`config.mk`:
```
export PLATFORM = sky130hd
export DESIGN_NAME = req_rr_arbiter
export DESIGN_NICKNAME = d
export VERILOG_FILES = /design/src/rtl/req_rr_arbiter.sv
export SDC_FILE = /design/constraint.sdc
export NUM_CORES = 1
export LEC_CHECK = 0
export CAP_MARGIN = 0
export CORE_MARGIN = 5
export CORE_UTILIZATION = 37
export DETAILED_ROUTE_END_ITERATION = 10
export PLACE_DENSITY = 0.71
export SYNTH_ARGS = -nofsm -noshare
export SYNTH_HDL_FRONTEND = slang
export SYNTH_SLANG_ARGS = --single-unit
export TNS_END_PERCENT = 20
```
`constraint.sdc`:
```
create_clock -name clk -period 2.4 [get_ports clk]
set_clock_uncertainty 0.05 [all_clocks]
set_input_delay 0.6 -clock clk [delete_from_list [all_inputs] [get_ports clk]]
set_output_delay 0.6 -clock clk [all_outputs]
set_load 0.005 [all_outputs]
```
`src/rtl/req_rr_arbiter.sv`:
```
// Round-robin arbiter producing a stable one-hot grant with valid/ready handshake.
// Define ARB_STICKY_REQ_EN to remember request pulses until granted (default: level mode).
module req_rr_arbiter #(
  parameter int unsigned GRANT_GAP = 0
) (
  input  logic       clk,
  input  logic       rst,
  input  logic [3:0] req,
  output logic       y0,
  output logic       y1,
  output logic       y2,
  output logic       y3,
  output logic       out_valid,
  input  logic       out_ready,
  output logic [3:0] pending
);

  typedef enum logic [1:0] {StIdle, StGrant, StGap} state_e;

  state_e     state_q, state_d;
  logic [3:0] pending_q, pending_d;
  logic [1:0] ptr_q, ptr_d;
  logic [3:0] g_q, g_d;
  logic [3:0] gcnt_q, gcnt_d;

  logic [3:0] pick;
  logic [1:0] idx;
  logic [1:0] g_idx;
  logic       accept;
  logic [3:0] y;

  assign accept = (state_q == StGrant) && out_ready;

  // First pending bit at ptr+1, ptr+2, ... so the last winner ends up lowest priority.
  always_comb begin
    pick = '0;
    idx  = '0;
    for (int k = 1; k <= 4; k++) begin
      idx = ptr_q + 2'(k);
      if (pick == '0 && pending_q[idx]) begin
        pick[idx] = 1'b1;
      end
    end
  end

  always_comb begin
    case (g_q)
      4'b0001: g_idx = 2'd0;
      4'b0010: g_idx = 2'd1;
      4'b0100: g_idx = 2'd2;
      4'b1000: g_idx = 2'd3;
      default: g_idx = ptr_q;
    endcase
  end

`ifdef ARB_STICKY_REQ_EN
  logic [3:0] clear_mask;
  assign clear_mask = accept ? g_q : 4'b0000;
  // A new request on the clearing edge wins over the clear.
  assign pending_d = (pending_q & ~clear_mask) | req;
`else
  assign pending_d = req;
`endif

  always_comb begin
    state_d = state_q;
    ptr_d   = ptr_q;
    g_d     = g_q;
    gcnt_d  = gcnt_q;
    unique case (state_q)
      StIdle: begin
        if (pending_q != 4'b0000) begin
          g_d     = pick;
          state_d = StGrant;
        end
      end
      StGrant: begin
        if (accept) begin
          ptr_d = g_idx;
          if (GRANT_GAP == 0) begin
            state_d = StIdle;
          end else begin
            gcnt_d  = 4'(GRANT_GAP);
            state_d = StGap;
          end
        end
      end
      StGap: begin
        gcnt_d = gcnt_q - 4'd1;
        if (gcnt_q <= 4'd1) begin
          state_d = StIdle;
        end
      end
      default: state_d = StIdle;
    endcase
  end

  always_ff @(posedge clk) begin
    if (rst) begin
      state_q   <= StIdle;
      pending_q <= 4'b0000;
      ptr_q     <= 2'd3;
      g_q       <= 4'b0000;
      gcnt_q    <= 4'd0;
    end else begin
      state_q   <= state_d;
      pending_q <= pending_d;
      ptr_q     <= ptr_d;
      g_q       <= g_d;
      gcnt_q    <= gcnt_d;
    end
  end

  assign out_valid = (state_q == StGrant);
  assign y         = out_valid ? g_q : 4'b0000;
  assign y0        = y[0];
  assign y1        = y[1];
  assign y2        = y[2];
  assign y3        = y[3];
  assign pending   = pending_q;

endmodule

```
Yosys cells after proc, flatten, opt, wreduce, memory -nomap -nowiden --
Cells that the tools add are included. W data, S select, Z words.
Storage, ports and cells: register bits 16, bits of input ports 7, output and inout bits 9, logic and storage cells 73
Cells by class: $add $sub $neg 4, order comparisons 9, eq/ne operators 9, multiplexer cells 26, bitwise gates (word level) 3, reduce and logical (&&, ||, !) cells 17
Operators by type and width (count):
- $mux W4 | 5
- $logic_not A4 Y1 | 3
- $lt A2 B3 Y1 const B | 4
- $or A4 B4 Y4 | 3
- $bmux W1 S2 | 4
- $demux W1 S2 | 4
- $ge A2 B1 Y1 const B | 4
- $logic_and A1 B1 Y1 | 8
- $mux W1 | 8
- $pmux W2 S4 | 1
- $reduce_bool A4 Y1 | 2
- $mux W2 | 3
- $pmux W2 S3 | 1
- $reduce_and A3 Y1 | 2
- $add A2 B2 Y2 const B | 2
- $eq A4 B1 Y1 const B | 1
- $eq A4 B2 Y1 const B | 1
- $eq A4 B3 Y1 const B | 1
- $eq A4 B4 Y1 const B | 1
- $le A4 B1 Y1 const B | 1
- $ne A2 B2 Y1 const B | 2
- $sub A4 B1 Y4 const B | 1
- $add A2 B1 Y2 const B | 1
- $eq A2 B1 Y1 const B | 1
- other kinds (4) | 4

Longest topological paths before layout --
Gate-level depths: netlist of the first run.
depth after elaboration 15, gate-level depth with buffers 8, depth with buffers taken out 7

Least setup slack after synthesis of the first run --
OpenSTA, ideal clock, no wires.
path type register to register, start point reg ptr_q[1], end point reg g_q[3], setup time 0.075 ns, arrival time 2.181 ns, required time 2.275 ns, setup slack 0.093 ns, cell stages (with the launch flop) 8, path buffers 0, period minus slack after synthesis 2.307 ns, path through dfxtp_1 > inv_1 > ha_1 > mux4_1 > nand3b_1 > a41o_1 > nand4_1 > o22ai_1
Between the ends: cells in the longest elaborated chain, start to end 15, elaborated cells on any way between the ends 44, classes of those cells add/sub: 3; order compare: 8; mux: 20; bitwise: 3; reduce/logical: 10
RTL lines:
- from (decl) | RTL line 22 | logic [1:0] ptr_q, ptr_d;
- from (signal assigned) | RTL line 108 | ptr_q <= ptr_d;
- $add A2 B1 Y2 | RTL line 39 | idx = ptr_q + 2'(k);
- $lt A2 B3 Y1 (not written as such) / $ge A2 B1 Y1 (equally long branches) | RTL line 41 | pick[idx] = 1'b1;
- $logic_and A1 B1 Y1 (not written as such) | RTL line 41
- $mux W1 (not written as such) | RTL line 41
- $demux W1 S2 | RTL line 41
- $mux W4 | RTL line 40 | if (pick == '0 && pending_q[idx]) begin
- $logic_not A4 Y1 | RTL line 40
- $logic_and A1 B1 Y1 | RTL line 40
- $mux W4 | RTL line 40
- $logic_not A4 Y1 | RTL line 40
- $logic_and A1 B1 Y1 | RTL line 40
- $mux W4 | RTL line 40
- $logic_not A4 Y1 | RTL line 40
- $logic_and A1 B1 Y1 | RTL line 40
- $mux W4 (*) | RTL line 40
- to (signal assigned) | RTL line 109 | g_q <= g_d;
- to (decl) | RTL line 23 | logic [3:0] g_q, g_d;
Mark *: on every way between the ends. The rest lies on a longest branch, timed or not. The select of a mux whose other input is x is not followed. A chain may end at the register's enable or synchronous reset.

Worst setup path after layout of the first run --
Ends and elaborated chain as after synthesis.

==> flow_summary.yaml, run 1 <==
status:
  status: "finished, final reports clean"
sta:
  setup_tns_ns: 0
  tightestPinTransition_ns: 0.457
  slew_headroom: 0.692
  period_share: 0.956
  max_freq_mhz: 436
  setup-violations-final: 0
  fin_crit_ns: 2.30
  timing.hold.ws_ns: 0.560
  grt_setup_unrepaired: "no"
  slew_viol_final: 0
  hold_violations: 0
floorplan:
  start_util: 0.393
  die_x_um: 61.6
  die_area_um2: 3790
  die_h_um: 61.6
  row_count: 18
  core-area_um2: 2500
  ioPinCount: 16
route:
  num_vias: 896
  viasPerCell: 5.78
  drc: 0
  wl_per_cell_um: 15.0
  postRouteAntennaNets: 0
  routed_wirelength_um: 2330
  drtIter0Drc: 28
  first_pass_iters: 4
cells_and_area:
  seq_area_um2: 220
  nets: 141
  drive_above_1_share: 0.0960
  num-fill-cells: 239
  design_area_um2: 1190
  syn_to_final_growth_pct: 21.1
  stdcell_count: 155
  diodes: 0
  multi_input_area_um2: 718
critical_path:
  arrival_ns: 2.43
  cp.buffers_inverters: 1
  reg2reg_depth: 7
  r2r_end: "g_q[3]"
  critical_path_class: "reg -> reg"
  crit_required_ns: 2.54
  rr_startpoint: "ptr_q[1]"
  critPathMaxStageDelay_ns: 0.66
  critPathLaunchType: "flop"
  critPathSlowestCell: "mux4_1"
  cp_cell_sequence: "inv_1, ha_1, mux4_1, nand3b_1, a41o_1, nand4_1, o22ai_1"
  reg2reg_slack_ns: 0.10
  critical-path-top-delay-family: "multiplexers"
  cp-end-kind: "flop"
  path_max_fanout: 5
logic_synthesis:
  synth_cell_types: 41
  netlist_instances: 109
  muxShareOfSynthArea: 0.170
  synth-seq-area-share: 0.224
  synth_top_family_by_area: "simple AND/OR/NAND/NOR gates"
  synth_warnings: 0
  ys_seq_elements: 11
  synth-compound-area-share: 0.195
  synthSimpleGateAreaFrac: 0.228
  yosysMostFrequentCell: "dfxtp_1"
  synth_top_area_frac: 0.224
  synthFlopType: "dfxtp_1"
  syn-cell-area_um2: 983
  synthTopCellsByArea: "dfxtp_1 22%, ha_1 10%, mux2i_1 7.1%"
  synth_area_leader_cell: "dfxtp_1"
  async_flop_share: 0
  synth_fa_ha_area_frac: 0.102
  ys_top_cells_by_count: "11 x dfxtp_1, 8 x ha_1, 7 x mux2i_1, 7 x nand2_1, 6 x nand3b_1"
  synth_fp_nets: 124
  synth-edff-count: 0
  synth-xor-area-share: 0.0356
  syn_area_per_cell_um2: 9.02
min_path:
  hold_end: "ptr_q[1]"
  holdCritPathClass: "reg -> reg"
  whs_path_depth: 2
  hold_start: "ptr_q[1]"
cts:
  cts.path.max_buffers: 2
  path_clk_slew_ns: 0.07
  post_cts_buffers: 0
  numCtsBuffers: 3
  clk_latency_ns: 0.27
  htree_levels: 1
  cts.sinks: 11
  cts_tree: "done"
  ctsHoldBuffers: 0
  root_buffer: "clkbuf_4"
  cts_resized: 0
pwr:
  power.internal_mw: 0.365
  pwr-share-seq: 0.409
  p_comb_frac: 0.368
  finalPower_mw: 0.553
  power_frac_clock: 0.223
  power.density_nw_per_um2: 464
  power_switching_mw: 0.188
  p_leak_nw: 0.478
  peakVddDrop_mv: 0.490
  swShare: 0.339
place:
  placedCellCount: 151
  dpl.hpwl_um: 1810
  place_congestion: 0.840
  io_buffers: 15
  place_area_um2: 1160
global_routing:
  grt_usage: 0.137
  grt_pass1_wl_um: 3880
  overflow: 0
  grt_max_degree: 15
  grt_antenna_before_repair: 0
  first_global_vias: 876
run:
  maxCapViolations: 0
## state kept, by name, indices dropped and copies added, names as in the netlist
| register | flops |
|---|---|
| g_q | 4 |
| pending | 4 |
| ptr_q | 2 |
| state_q | 1 |
## kinds of logic after synthesis
logic type	after synthesis
XOR/XNOR	4
AO/OA/AOI/OAI	27
AND/OR/NAND/NOR	38
adder cells (fa/ha/maj)	8
flip-flops	11
multiplexers	11
buffers and inverters	10
## how the worst max path moves through the flow
stage,startpoint,end,slack [ns],cells after the start
after global routing,ptr_q[1],g_q[3],0.002,7
after detailed placement,ptr_q[1],g_q[3],0.14,7
after floorplan,ptr_q[1],g_q[3],0.09,7
after CTS,ptr_q[1],g_q[3],0.13,7
after global placement,ptr_q[1],g_q[3],0.25,7
final,ptr_q[1],g_q[3],0.10,7
## worst min-delay path, cell delays in order, from the launching register on
cell	delay, ns
dfxtp_1	0.31
inv_1	0.12
o21ai_0	0.12
## cell type report
cell class,instances,area share
multi-input combinational,88,0.603
sequential,11,0.185
timing repair buffer,18,0.145
tap,30,0.0315
clock buffer,3,0.0189
inverter,4,0.0126
clock inverter,1,0.00420
## per-stage QoR
stage / util / worst slack (ns)
CTS: 0.476 / 0.125
finish: 0.476 / 0.105
global route: 0.476 / 0.00232
floorplan: - / 0.0935
global placement: 0.465 / 0.246
detailed placement: 0.465 / 0.143
## layout by cell type, fill, tap and decap left out, drive strengths merged, types with 2 or more instances in the layout
| cell | n |
|---|---|
| nor3 | 3 |
| nor2b | 5 |
| o21ai | 5 |
| nand3b | 6 |
| nand2 | 7 |
| and2 | 5 |
| or3 | 2 |
| mux2i | 7 |
| a31oi | 2 |
| o21bai | 2 |
| nor4 | 3 |
| o22ai | 2 |
| a21oi | 4 |
| clkbuf | 3 |
| xnor2 | 3 |
| buf | 3 |
| dfxtp | 11 |
| ha | 8 |
| nor2 | 2 |
| o21a | 2 |
| inv | 4 |
| mux4 | 4 |
| clkdlybuf4s50 | 15 |
## power by group through the flow
| stage | sequential [mW] | clock (mW) | combinational [mW] |
|---|---|---|---|
| 5_1_grt | 0.231 | 0.137 | 0.225 |
| 4_1_cts | 0.226 | 0.126 | 0.204 |
| 2_1_floorplan | 0.215 | 0 | 0.156 |
| 3_3_place_gp | 0.229 | 0 | 0.198 |
| 3_5_place_dp | 0.230 | 0 | 0.202 |
| 6_report | 0.226 | 0.123 | 0.204 |
## layer usage
metal	wire length, um	global-route usage	up-vias
li1	-	-	435
met1	969	0.155	437
met2	1250	0.250	22
met3	90	0.0461	2
met4	20	0.0273	0
met5	0	0	-
Note: power is estimated with default switching activity, not from simulation.
==> inputs of run 2 (changes only) <==
Settings changed: ABC_AREA set to 1.
==> run 2 against run 1 <==
Compared with the run above:
- register-to-register slack better by 0.13 ns
- design area decreased by 1.9%
- sequential power about the same
- via count fell by 1.5%
- setup slack better by 0.13 ns
- flip-flop and latch count is the same
- first-iteration DRC count decreased by 36%
- clock power hardly changed
- total power is 9.6% higher
- critical path depth grew 7
- cell count up 21%
- critical endpoint is now g_q[1]
- largest cell class unchanged
==> flow_summary.yaml, run 2 <==
sta:
  hold_violations: 0
  setup_tns_ns: 0
  grt_setup_unrepaired: "no"
  timing.hold.ws_ns: 0.480
  max_freq_mhz: 462
  slew_viol_final: 0
  period_share: 0.901
  fin_crit_ns: 2.16
  tightestPinTransition_ns: 0.454
  slew_headroom: 0.695
  setup-violations-final: 0
cts:
  cts_tree: "done"
  post_cts_buffers: 0
  clk_latency_ns: 0.27
  root_buffer: "clkbuf_4"
  path_clk_slew_ns: 0.07
  htree_levels: 1
  ctsHoldBuffers: 0
  cts.path.max_buffers: 2
  numCtsBuffers: 3
  cts.sinks: 11
route:
  routed_wirelength_um: 1910
  viasPerCell: 4.72
  num_vias: 883
  drtIter0Drc: 18
  wl_per_cell_um: 10.2
  postRouteAntennaNets: 0
  drc: 0
  first_pass_iters: 4
critical_path:
  critical-path-top-delay-family: "simple AND/OR/NAND/NOR gates"
  cp.buffers_inverters: 2
  cp_cell_sequence: "inv_2, ha_1, inv_1, nand3_2, nand2_4, o31ai_4, nand3_1, nand2_2, nor2_1, nand3_1, nand2_2, nor2_4, nand3_1, a21oi_2"
  arrival_ns: 2.27
  crit_top_cell: "nand3_1"
  critPathLaunchType: "flop"
  cp-end-kind: "flop"
  path_max_fanout: 8
  crit_required_ns: 2.50
  critPathSlowestCell: "dfxtp_1"
  critical_path_class: "reg -> reg"
  critPathMaxStageDelay_ns: 0.35
cells_and_area:
  drive_above_1_share: 0.223
  stdcell_count: 187
  mostFrequentLayoutCells: "24 x nand2_1, 20 x inv_1, 16 x nand3_1"
  nets: 173
  num-fill-cells: 245
  diodes: 0
  syn_to_final_growth_pct: 24.5
  design_area_um2: 1170
  final_common_cell: "nand2_1"
logic_synthesis:
  synth_area_leader_cell: "dfxtp_1"
  synth_top_area_frac: 0.235
  synth_cell_types: 23
  synth_fp_nets: 152
  syn-cell-area_um2: 938
  synth-seq-area-share: 0.235
  synthFlopType: "dfxtp_1"
  synth_warnings: 0
  synthTopCellsByArea: "dfxtp_1 23%, ha_1 11%, nand2_1 9.6%"
  syn_area_per_cell_um2: 6.85
  ys_seq_elements: 11
  ys_top_cells_by_count: "24 x nand2_1, 20 x inv_1, 16 x nand3_1"
  synth-edff-count: 0
  yosysMostFrequentCell: "nand2_1"
  async_flop_share: 0
  netlist_instances: 137
pwr:
  peakVddDrop_mv: 0.414
  swShare: 0.388
  pwr-share-seq: 0.370
  power.internal_mw: 0.371
  power_switching_mw: 0.235
  p_comb_frac: 0.426
  finalPower_mw: 0.606
  power_frac_clock: 0.204
  power.density_nw_per_um2: 519
  p_leak_nw: 0.580
global_routing:
  busiest_layer: "met2"
  grt_pass1_wl_um: 3390
  overflow: 0
  first_global_vias: 831
  grtUsageMet2: 0.208
  use_met3: 0.0447
  grt_max_degree: 10
  grt_usage: 0.122
  grt_antenna_before_repair: 0
  grt_use_met1: 0.143
floorplan:
  die_h_um: 60.4
  core-area_um2: 2450
  die_area_um2: 3640
  start_util: 0.382
  ioPinCount: 16
  row_count: 18
  die_x_um: 60.4
min_path:
  holdCritPathClass: "reg -> reg"
place:
  placedCellCount: 183
  io_buffers: 15
  place_congestion: 0.744
  dpl.hpwl_um: 1600
  place_area_um2: 1140
status:
  status: "finished, final reports clean"
run:
  maxCapViolations: 0
-- run 2: changes by cell type after synthesis, sizes merged, moves of 3 or more --
| cell | previous run | this run |
|---|---|---|
| and2 | 5 | 0 |
| clkbuf | 5 | 1 |
| inv | 4 | 23 |
| mux2i | 7 | 0 |
| mux4 | 4 | 0 |
| nand2 | 7 | 37 |
| nand3 | 1 | 20 |
| nand3b | 6 | 1 |
| nor2 | 2 | 17 |
| nor2b | 5 | 0 |
| nor3 | 3 | 0 |
-- run 2: layer usage --
layer	vias to the layer above	wire, um
met4	0	8
li1	478	-
met1	383	865
met3	2	107
met2	20	928
met5	-	0
-- run 2: cells by family after synthesis --
kind of cell    share of synthesized area
compound gates                      0.129
xor+xnor                          0.00934
fa+ha+maj                           0.107
buf+inv                             0.100
flops                               0.235
simple gates                        0.420
-- run 2: power by group through the flow --
stage | Combinational (mW) | Sequential, mW | Clock [mW]
finish | 0.258 | 0.224 | 0.124
global route | 0.291 | 0.228 | 0.143
CTS | 0.258 | 0.224 | 0.132
detailed placement | 0.258 | 0.228 | 0
global placement | 0.252 | 0.227 | 0
floorplan | 0.194 | 0.222 | 0
-- run 2: worst paths after layout --
check                 from  depth (start not counted)  slack [ns]       end
hold reg to reg     g_q[0]                          1        0.48  ptr_q[0]
setup / recovery  ptr_q[0]                         14        0.24    g_q[1]
hold / removal      g_q[0]                          1        0.48  ptr_q[0]
setup reg to reg  ptr_q[0]                         14        0.24    g_q[1]
-- run 2: cell type report --
cell class / instances / area, um2 / share of cell area
sequential: 11 / 221 / 0.190
inverter: 24 / 90.1 / 0.0771
clock buffer: 3 / 22.5 / 0.0193
tap: 30 / 37.5 / 0.0321
clock inverter: 1 / 5.00 / 0.00428
timing repair buffer: 17 / 165 / 0.141
multi-input combinational: 101 / 627 / 0.536
-- run 2: timing repair --
action                     in CTS  in global routing
hold endpoints to repair        0                  0
resized for setup               0                  2
setup endpoints to repair       0                  4
-- run 2: through the flow --
step	utilization	setup WS, ns
after detailed placement	0.463	0.147
after floorplan	-	0.200
after global routing	0.476	0.0227
after global placement	0.463	0.258
final	0.476	0.236
after CTS	0.475	0.131
==> inputs of run 3 (changes only) <==
Settings changed: ABC_AREA 1 to unset.
==> results of run 3 <==
The final DEF is identical to that of run 1; final timing and power are the same.
